**config.mk**
```make
export PLATFORM = sky130hd
export DESIGN_NAME = window_actuator_responder_flat
export DESIGN_NICKNAME = d
export VERILOG_FILES = /design/src/rtl/thermostat_pkg.sv /design/src/rtl/window_actuator_responder_if.sv /design/src/rtl/window_pend_arbiter.sv /design/src/rtl/window_actuator_responder.sv /design/src/flat_wrapper.sv
export SDC_FILE = /design/constraint.sdc
export NUM_CORES = 1
export LEC_CHECK = 0
export CAP_MARGIN = 20
export CORE_MARGIN = 1.5
export CORE_UTILIZATION = 55
export CTS_CLUSTER_DIAMETER = 80
export DETAILED_ROUTE_END_ITERATION = 10
export PLACE_DENSITY = 0.77
export SYNTH_ARGS = -nofsm -noshare
export SYNTH_HDL_FRONTEND = slang
export SYNTH_SLANG_ARGS = --single-unit
```
**constraint.sdc**
```tcl
create_clock -name clk -period 5.9 [get_ports clk]
set_clock_uncertainty 0.15 [all_clocks]
set_input_delay 1.18 -clock clk [delete_from_list [all_inputs] [get_ports clk]]
set_output_delay 1.18 -clock clk [all_outputs]
set_load 0.05 [all_outputs]
```
**src/rtl/thermostat_pkg.sv**
```systemverilog
// rtl/thermostat_pkg.sv - shared encodings for the window actuator responder
//
// Contents:
//   IDW          width of a window index (up to 8 windows)
//   fsm_state_t  motor sequencer states: IDLE, MOVE, GAP
//   win_state_t  per-window position: CLOSED, MOVING, OPEN
//   DIR_OPEN / DIR_CLOSE  motor direction values
package thermostat_pkg;

    localparam int IDW = 3;

    typedef enum logic [1:0] {
        ST_IDLE = 2'd0,
        ST_MOVE = 2'd1,
        ST_GAP  = 2'd2
    } fsm_state_t;

    typedef enum logic [1:0] {
        WIN_CLOSED = 2'd0,
        WIN_MOVING = 2'd1,
        WIN_OPEN   = 2'd2
    } win_state_t;

    localparam logic DIR_OPEN  = 1'b1;
    localparam logic DIR_CLOSE = 1'b0;

endpackage

```
**src/rtl/window_actuator_responder_if.sv**
```systemverilog
// rtl/window_actuator_responder_if.sv - window-open command interface between driver and responder
//
// Signals:
//   t_wo, id_wo, clr            requests from the driver
//   motor_en, motor_dir, motor_sel  shared motor drive
//   win_open[N_WIN]             per-window fully-open flags
//   busy, done, err             status back to driver / LED logic
// Modports: master (driver side), slave (responder side).
interface window_actuator_responder_if #(
    parameter int N_WIN = 6
);
    logic                          t_wo;
    logic [thermostat_pkg::IDW-1:0] id_wo;
    logic                          clr;
    logic                          motor_en;
    logic                          motor_dir;
    logic [thermostat_pkg::IDW-1:0] motor_sel;
    logic [N_WIN-1:0]              win_open;
    logic                          busy;
    logic                          done;
    logic                          err;

    modport master (
        output t_wo, id_wo, clr,
        input  motor_en, motor_dir, motor_sel, win_open, busy, done, err
    );

    modport slave (
        input  t_wo, id_wo, clr,
        output motor_en, motor_dir, motor_sel, win_open, busy, done, err
    );
endinterface

```
**src/rtl/window_pend_arbiter.sv**
```systemverilog
// rtl/window_pend_arbiter.sv - lowest-index pick over pending open/close requests
//
// Ports:
//   pend_open, pend_close  in   per-window pending masks
//   pick_idx               out  lowest index with any pending bit
//   pick_dir               out  DIR_CLOSE if a close is pending there, else DIR_OPEN
//   pick_valid             out  any pending bit set
module window_pend_arbiter
    import thermostat_pkg::*;
#(
    parameter int N_WIN = 6
) (
    input  logic [N_WIN-1:0] pend_open,
    input  logic [N_WIN-1:0] pend_close,
    output logic [IDW-1:0]   pick_idx,
    output logic             pick_dir,
    output logic             pick_valid
);

    always_comb begin
        pick_idx   = '0;
        pick_dir   = DIR_OPEN;
        pick_valid = 1'b0;
        // Scan downwards so the last hit, i.e. the lowest index, wins.
        for (int i = N_WIN - 1; i >= 0; i--) begin
            if (pend_open[i] || pend_close[i]) begin
                pick_idx   = IDW'(i);
                // A close outranks an open on the same window; the open stays queued.
                pick_dir   = pend_close[i] ? DIR_CLOSE : DIR_OPEN;
                pick_valid = 1'b1;
            end
        end
    end

endmodule

```
**src/rtl/window_actuator_responder.sv**
```systemverilog
// rtl/window_actuator_responder.sv - serializes window open/close requests onto one shared motor
//
// Ports:
//   clk  in   system clock, rising edge
//   rst  in   asynchronous active-low reset
//   bus  slave modport of window_actuator_responder_if (requests in, motor/status out)
// Parameters: N_WIN windows, TRAVEL_CYC motor cycles per move, GAP_CYC settle cycles,
//   CW counter width.
module window_actuator_responder
    import thermostat_pkg::*;
#(
    parameter int N_WIN      = 6,
    parameter int TRAVEL_CYC = 20,
    parameter int GAP_CYC    = 2,
    parameter int CW         = 8
) (
    input logic                          clk,
    input logic                          rst,
    window_actuator_responder_if.slave   bus
);

    localparam logic [IDW:0] N_WIN_W = (IDW + 1)'(N_WIN);

    fsm_state_t       state_q, state_nxt;
    logic [CW-1:0]    cnt_q, cnt_nxt;
    logic [IDW-1:0]   sel_q, sel_nxt;
    logic             dir_q, dir_nxt;
    logic [N_WIN-1:0] pend_open_q, pend_open_nxt;
    logic [N_WIN-1:0] pend_close_q, pend_close_nxt;
    win_state_t       win_state_q   [N_WIN];
    win_state_t       win_state_nxt [N_WIN];
    logic             busy_q, busy_nxt;
    logic             done_q, done_nxt;
    logic             err_q, err_nxt;

    logic             pick_valid;
    logic [IDW-1:0]   pick_idx;
    logic             pick_dir;
    logic             launch;
    logic             last_travel;
    logic             id_ok;
    logic             launch_here;
    logic             eff_moving_open;
    logic             eff_moving_close;

    window_pend_arbiter #(
        .N_WIN (N_WIN)
    ) u_arb (
        .pend_open  (pend_open_q),
        .pend_close (pend_close_q),
        .pick_idx   (pick_idx),
        .pick_dir   (pick_dir),
        .pick_valid (pick_valid)
    );

    assign id_ok       = {1'b0, bus.id_wo} < N_WIN_W;
    assign last_travel = (state_q == ST_MOVE) && (cnt_q <= CW'(1));

    always_comb begin
        state_nxt        = state_q;
        cnt_nxt          = cnt_q;
        sel_nxt          = sel_q;
        dir_nxt          = dir_q;
        pend_open_nxt    = pend_open_q;
        pend_close_nxt   = pend_close_q;
        win_state_nxt    = win_state_q;
        done_nxt         = 1'b0;
        err_nxt          = 1'b0;
        launch           = 1'b0;
        launch_here      = 1'b0;
        eff_moving_open  = 1'b0;
        eff_moving_close = 1'b0;

        case (state_q)
            ST_IDLE: begin
                if (pick_valid) begin
                    launch    = 1'b1;
                    sel_nxt   = pick_idx;
                    dir_nxt   = pick_dir;
                    cnt_nxt   = CW'(TRAVEL_CYC);
                    state_nxt = ST_MOVE;
                end
            end
            ST_MOVE: begin
                if (last_travel) begin
                    done_nxt = 1'b1;
                    if (GAP_CYC == 0) begin
                        state_nxt = ST_IDLE;
                        cnt_nxt   = '0;
                    end else begin
                        state_nxt = ST_GAP;
                        cnt_nxt   = CW'(GAP_CYC);
                    end
                end else if (cnt_q != '0) begin
                    cnt_nxt = cnt_q - CW'(1);
                end
            end
            ST_GAP: begin
                if (cnt_q <= CW'(1)) begin
                    state_nxt = ST_IDLE;
                    cnt_nxt   = '0;
                end else begin
                    cnt_nxt = cnt_q - CW'(1);
                end
            end
            default: begin
                state_nxt = ST_IDLE;
                cnt_nxt   = '0;
            end
        endcase

        for (int i = 0; i < N_WIN; i++) begin
            launch_here = launch && (pick_idx == IDW'(i));

            // Consume the request being launched before new requests are merged,
            // so a request arriving in the launch cycle is judged against the
            // move that is starting rather than the stale CLOSED/OPEN state.
            if (launch_here) begin
                if (pick_dir == DIR_CLOSE) begin
                    pend_close_nxt[i] = 1'b0;
                end else begin
                    pend_open_nxt[i] = 1'b0;
                end
                win_state_nxt[i] = WIN_MOVING;
            end

            if (last_travel && (sel_q == IDW'(i))) begin
                win_state_nxt[i] = (dir_q == DIR_OPEN) ? WIN_OPEN : WIN_CLOSED;
            end

            eff_moving_open  = ((win_state_q[i] == WIN_MOVING) && (dir_q == DIR_OPEN))
                             || (launch_here && (pick_dir == DIR_OPEN));
            eff_moving_close = ((win_state_q[i] == WIN_MOVING) && (dir_q == DIR_CLOSE))
                             || (launch_here && (pick_dir == DIR_CLOSE));

            if (bus.clr) begin
                if ((win_state_q[i] == WIN_OPEN && !launch_here) || eff_moving_open) begin
                    pend_close_nxt[i] = 1'b1;
                end
                pend_open_nxt[i] = 1'b0;
            end else if (bus.t_wo && id_ok && (bus.id_wo == IDW'(i))) begin
                if ((win_state_q[i] == WIN_CLOSED && !launch_here) || eff_moving_close) begin
                    pend_open_nxt[i] = 1'b1;
                end
            end
        end

        // clr swallows a simultaneous t_wo, including its error report.
        err_nxt  = bus.t_wo && !bus.clr && !id_ok;
        busy_nxt = (state_nxt != ST_IDLE) || (|pend_open_nxt) || (|pend_close_nxt);
    end

    always_ff @(posedge clk or negedge rst) begin
        if (!rst) begin
            state_q      <= ST_IDLE;
            cnt_q        <= '0;
            sel_q        <= '0;
            dir_q        <= DIR_CLOSE;
            pend_open_q  <= '0;
            pend_close_q <= '0;
            busy_q       <= 1'b0;
            done_q       <= 1'b0;
            err_q        <= 1'b0;
            for (int i = 0; i < N_WIN; i++) begin
                win_state_q[i] <= WIN_CLOSED;
            end
        end else begin
            state_q      <= state_nxt;
            cnt_q        <= cnt_nxt;
            sel_q        <= sel_nxt;
            dir_q        <= dir_nxt;
            pend_open_q  <= pend_open_nxt;
            pend_close_q <= pend_close_nxt;
            busy_q       <= busy_nxt;
            done_q       <= done_nxt;
            err_q        <= err_nxt;
            for (int i = 0; i < N_WIN; i++) begin
                win_state_q[i] <= win_state_nxt[i];
            end
        end
    end

    // Motor outputs come straight from registers so an async reset stops the motor at once.
    assign bus.motor_en  = (state_q == ST_MOVE);
    assign bus.motor_sel = bus.motor_en ? sel_q : '0;
    assign bus.motor_dir = bus.motor_en ? dir_q : DIR_CLOSE;
    assign bus.busy      = busy_q;
    assign bus.done      = done_q;
    assign bus.err       = err_q;

    always_comb begin
        bus.win_open = '0;
        for (int i = 0; i < N_WIN; i++) begin
            bus.win_open[i] = (win_state_q[i] == WIN_OPEN);
        end
    end

endmodule

```
**src/flat_wrapper.sv**
```systemverilog
// flat-port wrapper written by rule: the top's interface ports become plain ports
module window_actuator_responder_flat import thermostat_pkg::*;
#(
    parameter int N_WIN      = 6,
    parameter int TRAVEL_CYC = 20,
    parameter int GAP_CYC    = 2,
    parameter int CW         = 8
)
  (clk, rst, bus_t_wo, bus_id_wo, bus_clr, bus_motor_en, bus_motor_dir, bus_motor_sel, bus_win_open, bus_busy, bus_done, bus_err);
  window_actuator_responder_if #(.N_WIN(N_WIN)) bus_i ();
  input logic clk;
  input logic rst;
  input wire logic [$bits(bus_i.t_wo)-1:0] bus_t_wo;
  input wire logic [$bits(bus_i.id_wo)-1:0] bus_id_wo;
  input wire logic [$bits(bus_i.clr)-1:0] bus_clr;
  output wire logic [$bits(bus_i.motor_en)-1:0] bus_motor_en;
  output wire logic [$bits(bus_i.motor_dir)-1:0] bus_motor_dir;
  output wire logic [$bits(bus_i.motor_sel)-1:0] bus_motor_sel;
  output wire logic [$bits(bus_i.win_open)-1:0] bus_win_open;
  output wire logic [$bits(bus_i.busy)-1:0] bus_busy;
  output wire logic [$bits(bus_i.done)-1:0] bus_done;
  output wire logic [$bits(bus_i.err)-1:0] bus_err;
  assign bus_i.t_wo = bus_t_wo;
  assign bus_i.id_wo = bus_id_wo;
  assign bus_i.clr = bus_clr;
  assign bus_motor_en = bus_i.motor_en;
  assign bus_motor_dir = bus_i.motor_dir;
  assign bus_motor_sel = bus_i.motor_sel;
  assign bus_win_open = bus_i.win_open;
  assign bus_busy = bus_i.busy;
  assign bus_done = bus_i.done;
  assign bus_err = bus_i.err;
  window_actuator_responder #(.N_WIN(N_WIN), .TRAVEL_CYC(TRAVEL_CYC), .GAP_CYC(GAP_CYC), .CW(CW)) u_core (.clk(clk), .rst(rst), .bus(bus_i));
endmodule
```
# --- After elaboration in Yosys (flattened, before gate mapping) ---
# Cells that the tools add are included.
word_totals:
  out_inout_bits: 14
  register_bits: 41
  wordCells: 277
  input_bits: 7
classes:
  n_mux: 106
  bitwise_logic: 2
  reduce_logical: 120
  eq_ne: 31
  addsub: 1
  order_cmp: 2
ops:
  columns: ["op", "count"]
  rows:
  - ["1-bit 2-to-1 mux", 77]
  - ["1-bit logical AND", 58]
  - ["1-bit logical OR", 32]
  - ["2-bit 2-to-1 mux", 16]
  - ["8-bit 2-to-1 mux", 4]
  - ["8-bit one-hot mux with 3 select lines", 1]
  - ["3-bit 2-to-1 mux", 7]
  - ["3-bit by 2-bit equality test with 1-bit output (second input constant)", 6]
  - ["3-bit equality test (second input constant)", 6]
  - ["2-bit by 1-bit equality test with 1-bit output (second input constant)", 7]
  - ["2-bit equality test (second input constant)", 7]
  - ["2-bit zero test", 7]
  - ["2-bit nonzero test", 7]
  - ["6-bit OR reduction", 2]
  - ["3-bit by 1-bit equality test with 1-bit output (second input constant)", 3]
  - ["3-bit zero test", 3]
  - ["8-bit by 1-bit less-or-equal comparator with 1-bit output (second input constant)", 1]
  - ["1-bit zero test", 8]
  - ["8-bit nonzero test", 1]
  - ["8-bit by 1-bit subtractor with 8-bit output (second input constant)", 1]
  - ["2-bit one-hot mux with 3 select lines", 1]
  - ["2-bit AND reduction", 2]
  - ["3-bit < comparator (second input constant)", 1]
  - ["3-bit != test (second input constant)", 1]
  - ["other kinds (2)", 3]

# --- Logic depth before layout (Yosys ltp) ---
depth:
  word_depth: 19
  ltp_mapped: 9
  depth_no_buf: 9

# --- Cells and area by module ---
# From an unflattened synthesis, not the netlist that was laid out.
unflattened:
  cells_unflattened: 291
  area_unflattened_um2: 2486.1
by_module_without_submodules:
  columns: ["module", "cells_each", "seq_area_each_um2", "area_each_um2", "n_inst"]
  rows:
  - ["window_actuator_responder", 271, 1026.0, 2359.8, 1]
  - ["window_pend_arbiter", 20, 0.0, 126.4, 1]

# --- Least setup slack after synthesis ---
# No wires, ideal clock.
synth_timing:
  kind: "reg2reg"
  start: "reg u_core.pend_open_q[0]"
  end: "reg u_core.busy_q (netlist: u_core.bus.busy)"
  period_less_slack_ps: 2851
  path_slack_ps: 3049
  n_path_buf: 1
  setup_ps: 129
  required_time_ps: 5621
  stages_incl_launch_ff: 9
  t_arrival_ps: 2572
  cell_sequence: "dfrtp_1 buf_6 or4_4 or4b_4 or3_4 o211a_1 a211o_1 nor4_2 nand2_1"
synth_between:
  elab_chain_cells: 14
  word_cells_on_any_way: 134
  cone_classes: "5 x eq/ne; 61 x mux; 1 x bitwise; 67 x reduce/logical"
synth_rtl:
  columns: ["element", "line", "source"]
  rows:
  - ["from (decl)", "window_actuator_responder.sv:28", "logic [N_WIN-1:0] pend_open_q, pend_open_nxt;"]
  - ["from (signal assigned)", "window_actuator_responder.sv:172", "pend_open_q <= pend_open_nxt;"]
  - ["1-bit logical OR (*)", "window_pend_arbiter.sv:26", "if (pend_open[i] || pend_close[i]) begin"]
  - ["1-bit 2-to-1 mux", "window_pend_arbiter.sv:26", null]
  - ["1-bit 2-to-1 mux", "window_actuator_responder.sv:76", "if (pick_valid) begin"]
  - ["1-bit 2-to-1 mux", "window_actuator_responder.sv:74", "case (state_q)"]
  - ["1-bit logical AND", "window_actuator_responder.sv:113", "launch_here = launch && (pick_idx == IDW'(i));"]
  - ["1-bit zero test / 1-bit logical AND (equally long branches)", "window_actuator_responder.sv:142, window_actuator_responder.sv:134", null]
  - ["1-bit logical AND / 1-bit logical OR (equally long branches)", "window_actuator_responder.sv:142, window_actuator_responder.sv:134", null]
  - ["1-bit logical OR", "window_actuator_responder.sv:142", "if ((win_state_q[i] == WIN_CLOSED && !launch_here) || eff_moving_close) begin"]
  - ["1-bit 2-to-1 mux", "window_actuator_responder.sv:142", null]
  - ["1-bit 2-to-1 mux (*)", "window_actuator_responder.sv:141", "end else if (bus.t_wo && id_ok && (bus.id_wo == IDW'(i))) begin"]
  - ["1-bit 2-to-1 mux (*)", "window_actuator_responder.sv:136", "if (bus.clr) begin"]
  - ["named net u_core.pend_open_nxt[5]", "window_actuator_responder.sv:28", null]
  - ["6-bit OR reduction (*)", "window_actuator_responder.sv:150", "busy_nxt = (state_nxt != ST_IDLE) || (|pend_open_nxt) || (|pend_close_nxt);"]
  - ["1-bit logical OR (*) (2 in series)", "window_actuator_responder.sv:150", null]
  - ["named net u_core.busy_nxt", "window_actuator_responder.sv:32", "logic busy_q, busy_nxt;"]
  - ["to (signal assigned)", "window_actuator_responder.sv:174", "busy_q <= busy_nxt;"]
  - ["to (decl)", "window_actuator_responder.sv:32", null]
# The timed path passes the listed nets; every way through them passes the cells marked *.
# A chain may end at the register's enable or synchronous reset.

# --- Final worst setup path ---
layout_timing:
  start: "reg u_core.dir_q"
  end: "out bus_motor_dir"
layout_between:
  elab_chain_cells: 1
layout_rtl:
  columns: ["element", "line", "source"]
  rows:
  - ["from (decl)", "window_actuator_responder.sv:27", "logic dir_q, dir_nxt;"]
  - ["from (signal assigned)", "window_actuator_responder.sv:171", "dir_q <= dir_nxt;"]
  - ["1-bit 2-to-1 mux", "window_actuator_responder.sv:186", "assign bus.motor_dir = bus.motor_en ? dir_q : DIR_CLOSE;"]
  - ["to (decl)", "flat_wrapper.sv:17", "output wire logic [$bits(bus_i.motor_dir)-1:0] bus_motor_dir;"]
# Every way passes these cells.

==> impl_metrics.yaml <==
clock_tree:
  cts_setup_buffers: 0
  root_buffer: "clkbuf_8"
  cts_resized: 0
  htree_num_levels: 2
  clock_sinks: 41
  cts.clk_slew.worst_paths_ns: 0.08
  cts_hold_buf: 0
  cts.path.max_buffers: 2
  insertion_delay_ns: 0.30
  cts_buffers: 5
  cts_tree: "yes"
pwr:
  power_density_nw_per_um2: 281
  ir_drop_uv: 236
  power_leakage_nw: 1.15
drt:
  drt_wl_total_mm: 5.79
  antenna_left: 0
  drcViolationCount: 0
  dr.pass1.iters: 5
  wl_per_cell_um: 16.9
  drt_iter0_markers: 285
  vias: 2170
  viasPerCell: 6.35
floorplan:
  start_util: 0.588
  die-area_um2: 4770
  die_w_um: 69.1
  core_um2: 4090
  rows: 23
  io_pins: 21
  die_y_um: 69.1
layout:
  layout.nets: 300
  drive_above_1_share: 0.0719
  fillCellCount: 339
  fin_cells: 342
  syn2layout_area_growth_pct: 13.6
  antennaDiodeCount: 0
synth:
  synthXorXnorAreaFrac: 0
  ys_warn_count: 0
  synth_top_family_by_area: "simple AND/OR/NAND/NOR gates"
  ys_top_cells_by_count: "dfrtp_1 (41), nor2_1 (26), nand2_1 (24), o21ai_0 (19), inv_1 (17)"
  synth.avg_cell_area_um2: 8.83
  syn_inst: 272
  netlist_area_um2: 2400
  async_reset_ff_frac: 1.00
  ys_ff_latch: 41
  synth_most_common_cell: "dfrtp_1"
  synthSimpleGateAreaFrac: 0.296
  syn_nets: 281
  seq_area_frac_synth: 0.427
  synth_edf_count: 0
  synth_cell_types: 55
  synth_mux_area_frac: 0.0130
  netlist_top_cells_area: "dfrtp_1 (43%), nor2_1 (4.1%), o21ai_0 (4.0%), nand2_1 (3.8%), inv_1 (2.7%)"
  synth_top_area_share: 0.427
  synth_compound_area_frac: 0.208
  synthFlopType: "dfrtp_1"
  yosys.area_share.adder: 0.0104
  synth_top_area_cell: "dfrtp_1"
global_route:
  grt_start_max_net_pins: 42
  grt_antenna_before_repair: 0
  grt_pass1_vias: 1984
  grt_overflow: 0
  grt_first_pass_wirelength_mm: 9.98
  grt_use_total: 0.262
sta:
  post-route-min-period_ns: 3.61
  clock.fmax_ghz: 0.277
  setup_tns_ns: 0
  setup_violations: 0
  hold_viol_final: 0
  rsz0062_at_grt: "no"
  slew_headroom: 0.386
  worst_pin_slew_ns: 0.922
  fin_crit_sh: 0.611
  finalMaxSlewViolations: 0
critical_path:
  worstPathArrival_ns: 2.28
  critical-path-max-stage-delay_ns: 0.81
  r2r_cells: 7
  crit_type: "flop to primary output"
  crit_fanout: 17
  crit_required_ns: 4.57
  start_kind: "flop"
  worstPathCellList: "inv_1 -> nor2_1 -> clkdlybuf4s50_1"
  end_kind: "primary output"
  cpMaxStageDelayCell: "clkdlybuf4s50_1"
status:
  status: "finished, final reports clean"
placed_design:
  dp_cells: 333
  gp_congestion: 0.947
  hpwlAfterDp_mm: 4.21
  portBuffers: 20
min_path:
  hold_class: "flop to flop"
  hold_path_depth: 1
job:
  maxCapViolations: 0
## state kept, by name, indices dropped and copies added (netlist names)
name                 count
u_core.win_state_q      12
u_core.cnt_q             8
u_core.pend_close_q      6
u_core.pend_open_q       6
u_core.sel_q             3
u_core.state_q           2
u_core.bus.busy          1
u_core.bus.done          1
u_core.bus.err           1
u_core.dir_q             1
## path summary, 6_finish.rpt
kind | start | endpoint | slack (ns)
hold reg to reg | u_core.cnt_q[6] | u_core.cnt_q[6] | 0.33
setup / recovery | u_core.dir_q | bus_motor_dir | 2.29
max in group asynchronous | rst | u_core.win_state_q[6] | 4.17
setup reg to reg | u_core.pend_close_q[1] | u_core.bus.busy | 2.77
min in group asynchronous | rst | u_core.cnt_q[5] | 0.86
hold / removal | u_core.cnt_q[6] | u_core.cnt_q[6] | 0.33
## per-stage QoR
| stage | util | instance area (um2) | setup WS, ns | total power (W) | hold WS (ns) |
|---|---|---|---|---|---|
| after floorplan | - | 2400 | 3.05 | 0.000494 | 0.300 |
| after global placement | 0.642 | 2620 | 2.40 | 0.000562 | 0.323 |
| after detailed placement | 0.642 | 2620 | 2.37 | 0.000562 | 0.329 |
| after CTS | 0.667 | 2720 | 2.30 | 0.000766 | 0.341 |
| after global routing | 0.668 | 2730 | 2.21 | 0.000802 | 0.367 |
| final | 0.668 | 2730 | 2.29 | 0.000768 | 0.331 |
## cell type report
class / count / area (um2) / area share
clock buffers: 7 / 96.3 / 0.0353
clock inverters: 1 / 5.00 / 0.00183
inverters: 17 / 63.8 / 0.0234
multi-input cells: 204 / 1270 / 0.464
flip-flops and latches: 41 / 1030 / 0.376
well taps: 50 / 62.6 / 0.0229
repair buffers: 22 / 208 / 0.0761
## per-layer routing
layer,up-vias,routed length [um],track usage
met1,1035,2760,0.420
li1,1044,-,-
met5,-,0,0
met3,7,423,0.0336
met4,0,85,0.102
met2,84,2520,0.356
## cells by family after synthesis
family	Yosys count
compound gates	72
mux	3
simple gates	127
buf+inv	27
flops	41
fa+ha+maj	2
## worst max-delay path, delay by kind of cell (launching register included)
family	cells	cell delay [ns]
buf+inv	2	1.10
flops	1	0.72
simple gates	1	0.16
## power breakdown
part / switching, W / internal [W]
registers: 0.0000541 / 0.000314
clock network: 0.000100 / 0.000106
logic: 0.000121 / 0.0000727
total: 0.000276 / 0.000492
## cell usage in the layout, fill, tap and decap left out, types with 2 or more instances in the layout
cell type,netlist,layout
a21oi_1,11,11
and3_1,2,2
mux2i_1,2,2
nand3b_1,4,4
inv_1,17,17
o211ai_1,3,3
o21a_1,2,2
nor2_1,26,26
a32oi_1,2,2
or4_4,2,2
nand4_1,2,2
dfrtp_1,41,41
a21o_1,3,3
o31ai_1,8,8
o311ai_0,3,3
nand2b_1,10,10
clkbuf_8,0,7
and2_1,3,3
nor2b_1,9,9
or3_1,3,3
clkdlybuf4s50_1,0,19
nor3_1,9,9
o41ai_1,2,2
buf_2,0,2
nand3_1,7,7
o21ai_0,19,19
nor4_1,7,7
or4_1,6,6
o21ba_2,2,2
a22o_1,2,2
nor3b_1,5,5
a211o_1,2,2
nand2_1,24,24
ha_1,2,2
(Power assumes the default switching activity.)
